## config.mk

```make
export PLATFORM = sky130hd
export DESIGN_NAME = chunked_adder
export DESIGN_NICKNAME = d
export VERILOG_FILES = /design/src/rtl/chunked_adder.sv
export SDC_FILE = /design/constraint.sdc
export NUM_CORES = 1
export LEC_CHECK = 0
export CORE_MARGIN = 1.5
export CORE_UTILIZATION = 30
export DETAILED_ROUTE_END_ITERATION = 8
export GPL_ROUTABILITY_DRIVEN = 1
export MAX_ROUTING_LAYER = met4
export SYNTH_ARGS = -nofsm -noshare
export SYNTH_HDL_FRONTEND = slang
export SYNTH_SLANG_ARGS = --single-unit
```

## constraint.sdc

```tcl
create_clock -name clk -period 3 [get_ports clk]
set_input_delay 0.45 -clock clk [delete_from_list [all_inputs] [get_ports clk]]
set_output_delay 0.45 -clock clk [all_outputs]
set_load 0.01 [all_outputs]
```

## src/rtl/chunked_adder.sv

```systemverilog
// Multi-cycle adder/subtractor: processes CHUNK bits per clock over N = WIDTH/CHUNK cycles.
// Results, flags and the done pulse are registered on the edge that completes the last chunk.
`timescale 1ns/1ps
module chunked_adder #(
   parameter int unsigned WIDTH = 32,
   parameter int unsigned CHUNK = 8
) (
   input  logic             clk,
   input  logic             reset,
   input  logic             start,
   input  logic             sub,
   input  logic [WIDTH-1:0] a,
   input  logic [WIDTH-1:0] b,
   input  logic             cin,
   output logic             busy,
   output logic             done,
   output logic [WIDTH-1:0] sum,
   output logic             carry,
   output logic             overflow,
   output logic             zero
);

   localparam int unsigned N     = WIDTH / CHUNK;
   localparam int unsigned CNT_W = $clog2(N + 1);
   localparam int unsigned CS_W  = CHUNK + 1;

   typedef enum logic [1:0] {IDLE, RUN, DONE} state_t;

   state_t           state;
   logic [WIDTH-1:0] a_q;
   logic [WIDTH-1:0] b_q;
   logic [WIDTH-1:0] res_q;
   logic             carry_q;
   logic             a_msb;
   logic             b_msb;
   logic [CNT_W-1:0] cnt;

   logic [CHUNK:0]   chunk_sum;
   logic [WIDTH-1:0] res_next;

   // One chunk of ripple addition; the chunk result enters the result register from the MSB end.
   always_comb begin
      chunk_sum = {1'b0, a_q[CHUNK-1:0]} + {1'b0, b_q[CHUNK-1:0]} + CS_W'(carry_q);
      res_next  = (res_q >> CHUNK) | (WIDTH'(chunk_sum[CHUNK-1:0]) << (WIDTH - CHUNK));
   end

   always_ff @(posedge clk) begin
      if (reset) begin
         state    <= IDLE;
         a_q      <= '0;
         b_q      <= '0;
         res_q    <= '0;
         carry_q  <= 1'b0;
         a_msb    <= 1'b0;
         b_msb    <= 1'b0;
         cnt      <= '0;
         busy     <= 1'b0;
         done     <= 1'b0;
         sum      <= '0;
         carry    <= 1'b0;
         overflow <= 1'b0;
         zero     <= 1'b0;
      end else begin
         case (state)
            IDLE, DONE: begin
               done <= 1'b0;
               if (start) begin
                  a_q     <= a;
                  b_q     <= sub ? ~b : b;
                  carry_q <= sub | cin;
                  a_msb   <= a[WIDTH-1];
                  b_msb   <= sub ? ~b[WIDTH-1] : b[WIDTH-1];
                  res_q   <= '0;
                  cnt     <= '0;
                  busy    <= 1'b1;
                  state   <= RUN;
               end else begin
                  state <= IDLE;
               end
            end
            RUN: begin
               a_q     <= a_q >> CHUNK;
               b_q     <= b_q >> CHUNK;
               carry_q <= chunk_sum[CHUNK];
               res_q   <= res_next;
               cnt     <= cnt + CNT_W'(1);
               // Last chunk: publish the result and flags together with done.
               if (cnt == CNT_W'(N - 1)) begin
                  state    <= DONE;
                  busy     <= 1'b0;
                  done     <= 1'b1;
                  sum      <= res_next;
                  carry    <= chunk_sum[CHUNK];
                  overflow <= (a_msb == b_msb) && (res_next[WIDTH-1] != a_msb);
                  zero     <= (res_next == '0);
               end
            end
            default: state <= IDLE;
         endcase
      end
   end

endmodule

```

==> summary.txt, run 1 <==
STATUS
--------------------------------------------------------------------------------------
Outcome                                                                   complete, no violations

MIN PATH
--------------------------------------------------------------------------------------
Startpoint of the most critical hold path                                        reset
Hold Crit Class                                                           input pin to register

TIMING
--------------------------------------------------------------------------------------
Min Tclk post-route                                                            2.61 ns
Total negative slack                                                              0 ns
Headroom to the max-slew limit                                                   40.0%
Final hold vios                                                                      0
Unrepaired setup endpoints after global routing                                     no
Period Utilization, post-route                                                   86.9%
Maximum frequency from static timing analysis                                0.384 GHz
Max Slew Vio Count                                                                   0
Total of endpoints with negative setup slack in the final report                     0
Worst-margin pin slew                                                         0.898 ns
Post-Route Skew                                                             0.00600 ns

POWER AND IR DROP
--------------------------------------------------------------------------------------
Reported net switching power                                                   1.03 mW
Share of power burned in combinational logic                                     11.5%
P_int                                                                          3.29 mW
Fraction of power spent switching nets                                           23.9%
Worst-case vdd ir drop                                                          373 µV
Clock network fraction of total power                                            44.6%
Reported leakage power                                                         2.59 nW
Total power per unit cell area                                              597 nW/µm²
Sequential Power Share                                                           43.9%

WORST SETUP PATH
--------------------------------------------------------------------------------------
CP endpoint kind                                                              register
Startpoint of the most critical register-to-register path                 a_q[0]$_SDFFE_PP0P_
Dominant delay contributor by cell family on the critical path             adder cells
Worst path most repeated cell                                                     fa_1
Arrival time at the worst endpoint                                             2.94 ns
Endpoint of the worst register-to-register path                           zero$_SDFFE_PP0P_
Highest fanout seen on the critical path                                             3
Flop2flop setup slack                                                          0.39 ns
Reg2Reg Depth                                                                        9
Buffers & Inverters on Critical Path                                                 1
Critical path class                                                       register to register
Largest stage delay on the critical path                                       0.54 ns
Critical Path Start                                                       a_q[0]$_SDFFE_PP0P_
Critical Path RT                                                               3.33 ns
Master of the slowest instance on the critical path                               fa_1
Series of cell instances along the critical path                          inv_1 -> fa_1 -> fa_1 -> nor4b_1 -> nand2_1 -> nor3_1 -> nand3_1 -> or4_1 -> o31ai_2
Critical Path Stages                                                                 9
Startpoint class of the critical path                                         register
Critical path destination                                                 zero$_SDFFE_PP0P_

SYNTH
--------------------------------------------------------------------------------------
Count of warnings emitted by yosys                                                   0
Post-synthesis average cell area                                              8.57 µm²
Portion of netlist area occupied by mux cells                                       0%
Post-synthesis sequential area ratio                                             48.5%
XOR/XNOR Fraction of Synth Area                                                  5.58%
FF+latch count, synth                                                              133
Syn_nets                                                                           721
Combinational family with the most area after synthesis                   compound AO/OA/AOI/OAI gates
Number of distinct standard cells referenced by the synthesized netlist             43
Simple-gate share of the synthesized area                                        16.2%
Top_reg_cell synth                                                             dfxtp_1
Number of enable flip-flop cells after synthesis                                     0
Cell area after technology mapping                                            5490 µm²
Post-synth ARST share                                                               0%
Compound-cell area share of the yosys netlist                                    22.5%
Adder-Cell Fraction of Synth Area                                                2.78%
Post-synthesis instance total                                                      641

LAYOUT
--------------------------------------------------------------------------------------
Antenna Diode Count                                                                  0
Share of final-layout standard cells stronger than drive strength 1              6.00%
Number of standard cells in the layout, taps in and fillers out                    962
Layout overhead on the synthesized area                                          31.8%
Leading cell type in the layout, fill and taps excluded                        dfxtp_1
Commonest cells after routing, fill and taps aside                        dfxtp_1, nand2_1, clkdlybuf4s50_1, a21oi_1, a22oi_1
Final-stage net count                                                              801

DETAILED ROUTING
--------------------------------------------------------------------------------------
Antenna Violating Nets Remaining                                                     0
Overall routed net length                                                      13.8 mm
Vias                                                                              4614
Number of optimization iterations in the first detailed-route pass                   5
Detailed-route vias per instance                                                  4.80
DRC violation count after routing                                                    0
Avg WL per Cell                                                                14.3 µm
DRC marker count from the first detailed-route iteration                           417

GRT
--------------------------------------------------------------------------------------
Global-route wire length before repair                                         22.4 mm
Number of antenna violations at the first check in global routing                    0
Global routing met3 resource utilization                                         4.61%
Global-route usage over all layers                                               15.1%
Met2 global-route usage                                                          22.0%
Met1 Usage GRT                                                                   20.1%
Most utilized layer in the global route result                                    met2
Overall overflow remaining after global route                                        0
Maximum number of pins on one net before global-route repair                        68
Vias in the first global route                                                    4255

CLOCK TREE
--------------------------------------------------------------------------------------
Post-CTS Setup Repair Bufs                                                           0
CTS Hold Buffers Added                                                               0
Number of buffers on the longest clock path                                          2
Number of levels the H-tree was split into                                           4
Clock latency reported for the late side of the worst-skew pair                0.41 ns
# resized after CTS                                                                  0
CTS clock-pin slew for the worst setup and hold paths                          0.05 ns
Number of buffers created by CTS                                                    17
TritonCTS clock tree                                                               yes
CTS Root Cell                                                                clkbuf_16
Sinks on the clock net                                                             133

FLOORPLAN
--------------------------------------------------------------------------------------
Die Footprint                                                                19100 µm²
Number of primary I/O pins                                                         106
Die Span Y                                                                      138 µm
Die extent in x                                                                 138 µm
Area of the core                                                             18000 µm²
Row count                                                                           49
Starting utilization of the core area                                            30.6%

PLACE
--------------------------------------------------------------------------------------
Half-perimeter wire length after detailed placement                            9.25 mm
IO Port Bufs                                                                       105
Number of instances in the placed design                                           931
Final weighted congestion in routability-driven placement                        0.765

JOB
--------------------------------------------------------------------------------------
Max-cap check violation count                                                        0

[cells in the mapped netlist (2+ instances only)]
master,n,area [µm²]
buf_1,6,22.5
nand2_1,117,439
nand3b_1,2,15.0
a211oi_1,2,15.0
o31a_1,2,17.5
o21a_1,4,30.0
or4_1,3,22.5
inv_1,7,26.3
nor2_1,61,229
nand2b_1,2,12.5
nor3_1,5,25.0
o21ai_0,2,10.0
nor4b_1,2,17.5
nor2b_1,3,18.8
a22oi_1,84,631
dfxtp_1,133,2660
xor2_1,33,289
nand3_1,3,15.0
xnor2_1,2,17.5
ha_1,9,113
clkbuf_1,42,158
buf_6,3,33.8
nor4_1,2,12.5
a21oi_1,90,450
o21ai_1,3,15.0
fa_1,2,40.0
[power by group through the flow]
stage	Clock [mW]	Sequential (mW)	Combinational, mW
after global routing	2.05	1.91	0.557
after CTS	1.97	1.90	0.504
after global placement	0	1.93	0.501
final	1.93	1.90	0.497
after floorplan	0	1.92	0.321
after detailed placement	0	1.93	0.503
[state kept, by name (all words and copies together) (netlist names), 2 cells and up]
register	count
res_q	24
b_q	32
sum	32
cnt	3
a_q	32
state	2
[stage by stage]
step	area (µm²)	hold slack (ns)	utilization, %	worst slack (ns)	total power, mW
3_5_place_dp	6690	0.447	37.3	0.378	2.44
4_1_cts	7240	0.247	40.3	0.361	4.37
2_1_floorplan	5490	0.436	-	0.556	2.24
6_report	7240	0.261	40.3	0.394	4.32
5_1_grt	7240	0.243	40.3	0.197	4.51
3_3_place_gp	6690	0.444	37.3	0.433	2.43
[cell families after synthesis]
logic type	count (synthesis)
compound gates	195
buf+inv	59
fa+ha+maj	11
simple gates	208
flops	133
xor+xnor	35
[worst min path at each step]
stage	slack (ns)	cells past startpoint	endpoint
2_1_floorplan	0.44	2	a_q[0]$_SDFFE_PP0P_
3_3_place_gp	0.44	2	sum[13]$_SDFFE_PP0P_
3_5_place_dp	0.45	2	b_q[21]$_SDFFE_PP0P_
4_1_cts	0.25	2	state[1]$_SDFFE_PP0P_
5_1_grt	0.24	2	state[1]$_SDFFE_PP0P_
6_report	0.26	2	state[1]$_SDFFE_PP0P_
[area by class of cell]
type	count	area, µm²
Multi-Input combinational cell	449	2600
Tap cell	229	287
Timing Repair Buffer	113	1120
Fill cell	1842	10700
Sequential cell	133	2660
Clock inverter	4	45.0
Inverter	7	26.3
Clock buffer	27	503
[metal layers]
layer  vias to the layer above  wire length [µm]
met5                         -                 0
met4                         0                36
met3                         2               722
met2                       109              6410
met1                      2120              6610
li1                       2383                 -
Note: power is estimated with default switching activity, not from simulation.
==> inputs of run 2 (changes only) <==
- CAP_MARGIN: not set -> 20
- CTS_CLUSTER_DIAMETER: not set -> 150
==> results of run 2 <==
Final layout, timing and power as in run 1 (identical DEF).
==> inputs of run 3 (changes only) <==
- ABC_AREA: not set -> 1
==> run 3 against run 2 <==
Compared with the run above:
- sequential share of layout area is 2.4 points lower
- hold slack better by 0.17 ns
- global-route usage is 0.85 points higher
- critical path depth is 3 lower
- via count is 12% higher
- wire length is 9.5% higher
- first-iteration DRC count is 2.6% higher
- worst setup slack better by 0.43 ns
- critical endpoint is now sum[25]$_SDFFE_PP0P_
- largest cell class unchanged
==> summary.txt, run 3 <==
SYNTH
--------------------------------------------------------------------------------------
Syn_nets                                                                           875   +21%
Number of distinct standard cells referenced by the synthesized netlist             31   -28%
Largest cells by area after synthesis                                     dfxtp_1, nand2_1, a21oi_1, inv_1, xnor2_1
Count of warnings emitted by yosys                                                   0   unchanged
FF+latch count, synth                                                              133   unchanged
Most repeated cell in the gate-level netlist after synthesis                   nand2_1
Top_reg_cell synth                                                             dfxtp_1
Yosys top cell area share                                                        45.5%   -3.0 points
Post-synthesis instance total                                                      795   +24%
Cell area after technology mapping                                            5860 µm²   +6.7%
Post-synthesis sequential area ratio                                             45.5%   -3.0 points
Top cell type by total area after synthesis                                    dfxtp_1
Post-synth ARST share                                                               0%   unchanged
Post-synthesis average cell area                                              7.37 µm²   -14%
Number of enable flip-flop cells after synthesis                                     0   unchanged
Most common library cells after synthesis                                 nand2_1, dfxtp_1, inv_1

PLACE
--------------------------------------------------------------------------------------
IO Port Bufs                                                                       105   unchanged
Final weighted congestion in routability-driven placement                        0.807   +5.5%
Half-perimeter wire length after detailed placement                            10.1 mm   +9.4%
Number of instances in the placed design                                          1121   +20%

DETAILED ROUTING
--------------------------------------------------------------------------------------
Antenna Violating Nets Remaining                                                     0   unchanged
Vias                                                                              5170   +12%
DRC violation count after routing                                                    0   unchanged
Overall routed net length                                                      15.1 mm   +9.5%
Avg WL per Cell                                                                13.1 µm   -8.6%
DRC marker count from the first detailed-route iteration                           428   +2.6%
Number of optimization iterations in the first detailed-route pass                   5   unchanged
Detailed-route vias per instance                                                  4.48   -6.5%

TIMING
--------------------------------------------------------------------------------------
Max Slew Vio Count                                                                   0   unchanged
Worst-margin pin slew                                                         0.924 ns   +0.0262 ns
Total of endpoints with negative setup slack in the final report                     0   unchanged
Maximum frequency from static timing analysis                                0.460 GHz   +20%
Total negative slack                                                              0 ns   unchanged
Post-Route Skew                                                             0.00738 ns   +0.00138 ns
Period Utilization, post-route                                                   72.5%   -14 points
Headroom to the max-slew limit                                                   38.4%   -1.6 points
Final hold vios                                                                      0   unchanged
Min Tclk post-route                                                            2.17 ns   -0.433 ns
Unrepaired setup endpoints after global routing                                     no

JOB
--------------------------------------------------------------------------------------
Max-cap check violation count                                                        0   unchanged

CLOCK TREE
--------------------------------------------------------------------------------------
CTS Hold Buffers Added                                                               0   unchanged
Number of buffers on the longest clock path                                          2   unchanged
Sinks on the clock net                                                             133   unchanged
Number of levels the H-tree was split into                                           4   unchanged
Clock latency reported for the late side of the worst-skew pair                0.42 ns   about the same
TritonCTS clock tree                                                               yes
Number of buffers created by CTS                                                    17   unchanged
CTS Root Cell                                                                clkbuf_16
# resized after CTS                                                                  0   unchanged
Post-CTS Setup Repair Bufs                                                           0   unchanged
CTS clock-pin slew for the worst setup and hold paths                          0.06 ns   about the same

LAYOUT
--------------------------------------------------------------------------------------
Share of final-layout standard cells stronger than drive strength 1              5.49%   -0.52 points
Layout overhead on the synthesized area                                          32.2%
Leading cell type in the layout, fill and taps excluded                        nand2_1
Number of standard cells in the layout, taps in and fillers out                   1153   +20%
Filler cell count                                                                 1925   +4.5%
Final-stage net count                                                              960   +20%
Registers with the most flip-flops                                        a_q: 32 flops, b_q: 32 flops, sum: 32 flops
Commonest cells after routing, fill and taps aside                        nand2_1, dfxtp_1, clkdlybuf4s50_1, inv_1, a21oi_1
Antenna Diode Count                                                                  0   unchanged

GRT
--------------------------------------------------------------------------------------
Overall overflow remaining after global route                                        0   unchanged
Number of antenna violations at the first check in global routing                    0   unchanged
Maximum number of pins on one net before global-route repair                        82   +21%
Vias in the first global route                                                    4730   +11%
Global-route wire length before repair                                         24.6 mm   +9.6%
Global-route usage over all layers                                               15.9%   +0.85 points

FLOORPLAN
--------------------------------------------------------------------------------------
Die extent in x                                                                 143 µm   +3.2%
Die Footprint                                                                20400 µm²   +6.5%
Area of the core                                                             19000 µm²   +5.5%
Number of primary I/O pins                                                         106   unchanged
Row count                                                                           50   +2.0%
Die Span Y                                                                      143 µm   +3.2%
Starting utilization of the core area                                            30.9%   +0.33 points

WORST SETUP PATH
--------------------------------------------------------------------------------------
Arrival time at the worst endpoint                                             2.52 ns   -0.42 ns
Critical Path RT                                                               3.35 ns   +0.02 ns
Critical path class                                                       register to register
Startpoint class of the critical path                                         register
Highest fanout seen on the critical path                                            17   +14
CP endpoint kind                                                              register

POWER AND IR DROP
--------------------------------------------------------------------------------------
Reported leakage power                                                         3.11 nW   +20%
Worst-case vdd ir drop                                                          401 µV   +7.4%
Total power per unit cell area                                              617 nW/µm²   +3.5%

STATUS
--------------------------------------------------------------------------------------
Outcome                                                                   complete, no violations

MIN PATH
--------------------------------------------------------------------------------------
Hold Crit Class                                                           input pin to register

## run 3: cells by family (layout without fill, tap and decap cells)
kind of cell / after synthesis / count (layout) / synth area share (%)
xor gates and xnor gates: 30 / 30 / 4.49
AOI/OAI and AO/OA: 142 / 142 / 14.3
adders and majority gates: 11 / 11 / 2.61
buffers and inverters: 128 / 226 / 9.23
DFF: 133 / 133 / 45.5
and+or+nand+nor: 351 / 351 / 23.9
## run 3: worst paths after layout
check	depth (start not counted)	endpoint	start	slack [ns]
setup / recovery	6	sum[25]$_SDFFE_PP0P_	cnt[0]$_SDFFE_PP0P_	0.83
hold / removal	2	state[1]$_SDFFE_PP0P_	reset	0.43
setup reg to reg	6	sum[25]$_SDFFE_PP0P_	cnt[0]$_SDFFE_PP0P_	0.83
hold reg to reg	2	a_q[28]$_SDFFE_PP0P_	a_q[28]$_SDFFE_PP0P_	0.46
## run 3: power breakdown
part	switching, mW	total [mW]	internal [mW]
logic	0.317	0.550	0.233
registers	0.0481	1.89	1.85
clock network	0.793	2.34	1.54
total	1.16	4.78	3.62
## run 3: area by class of cell
cell class | instances | area (µm²) | area share, %
Tap cell | 260 | 325 | 4.20
Inverter | 80 | 300 | 3.88
Sequential cell | 133 | 2660 | 34.4
Multi-Input combinational cell | 534 | 2660 | 34.3
Timing Repair Buffer | 114 | 1130 | 14.6
Clock inverter | 11 | 196 | 2.54
Clock buffer | 21 | 470 | 6.08
## run 3: per-stage QoR
step	setup WS [ns]	hold WS, ns	power [mW]	area, µm²	utilization [%]
final	0.826	0.433	4.78	7740	40.9
after global routing	0.489	0.461	4.97	7740	40.9
after CTS	0.807	0.417	4.82	7740	40.9
after detailed placement	0.817	0.453	2.48	7080	37.3
after global placement	0.872	0.440	2.48	7080	37.3
after floorplan	1.06	0.429	2.28	5860	-
## run 3: per-layer routing
| layer | vias up | global-route usage, % | wire, µm |
|---|---|---|---|
| li1 | 2717 | - | - |
| met1 | 2309 | 22.6 | 7780 |
| met2 | 130 | 22.2 | 6420 |
| met3 | 14 | 3.66 | 709 |
| met4 | 0 | 4.88 | 179 |
| met5 | - | - | 0 |
## run 3: critical path: stages (launching register included)
cell and delay (ns):
dfxtp_1 0.35, ha_1 0.15, ha_1 0.19, nand3_2 0.30, nor2_1 0.68, inv_1 0.22, o21ai_0 0.19
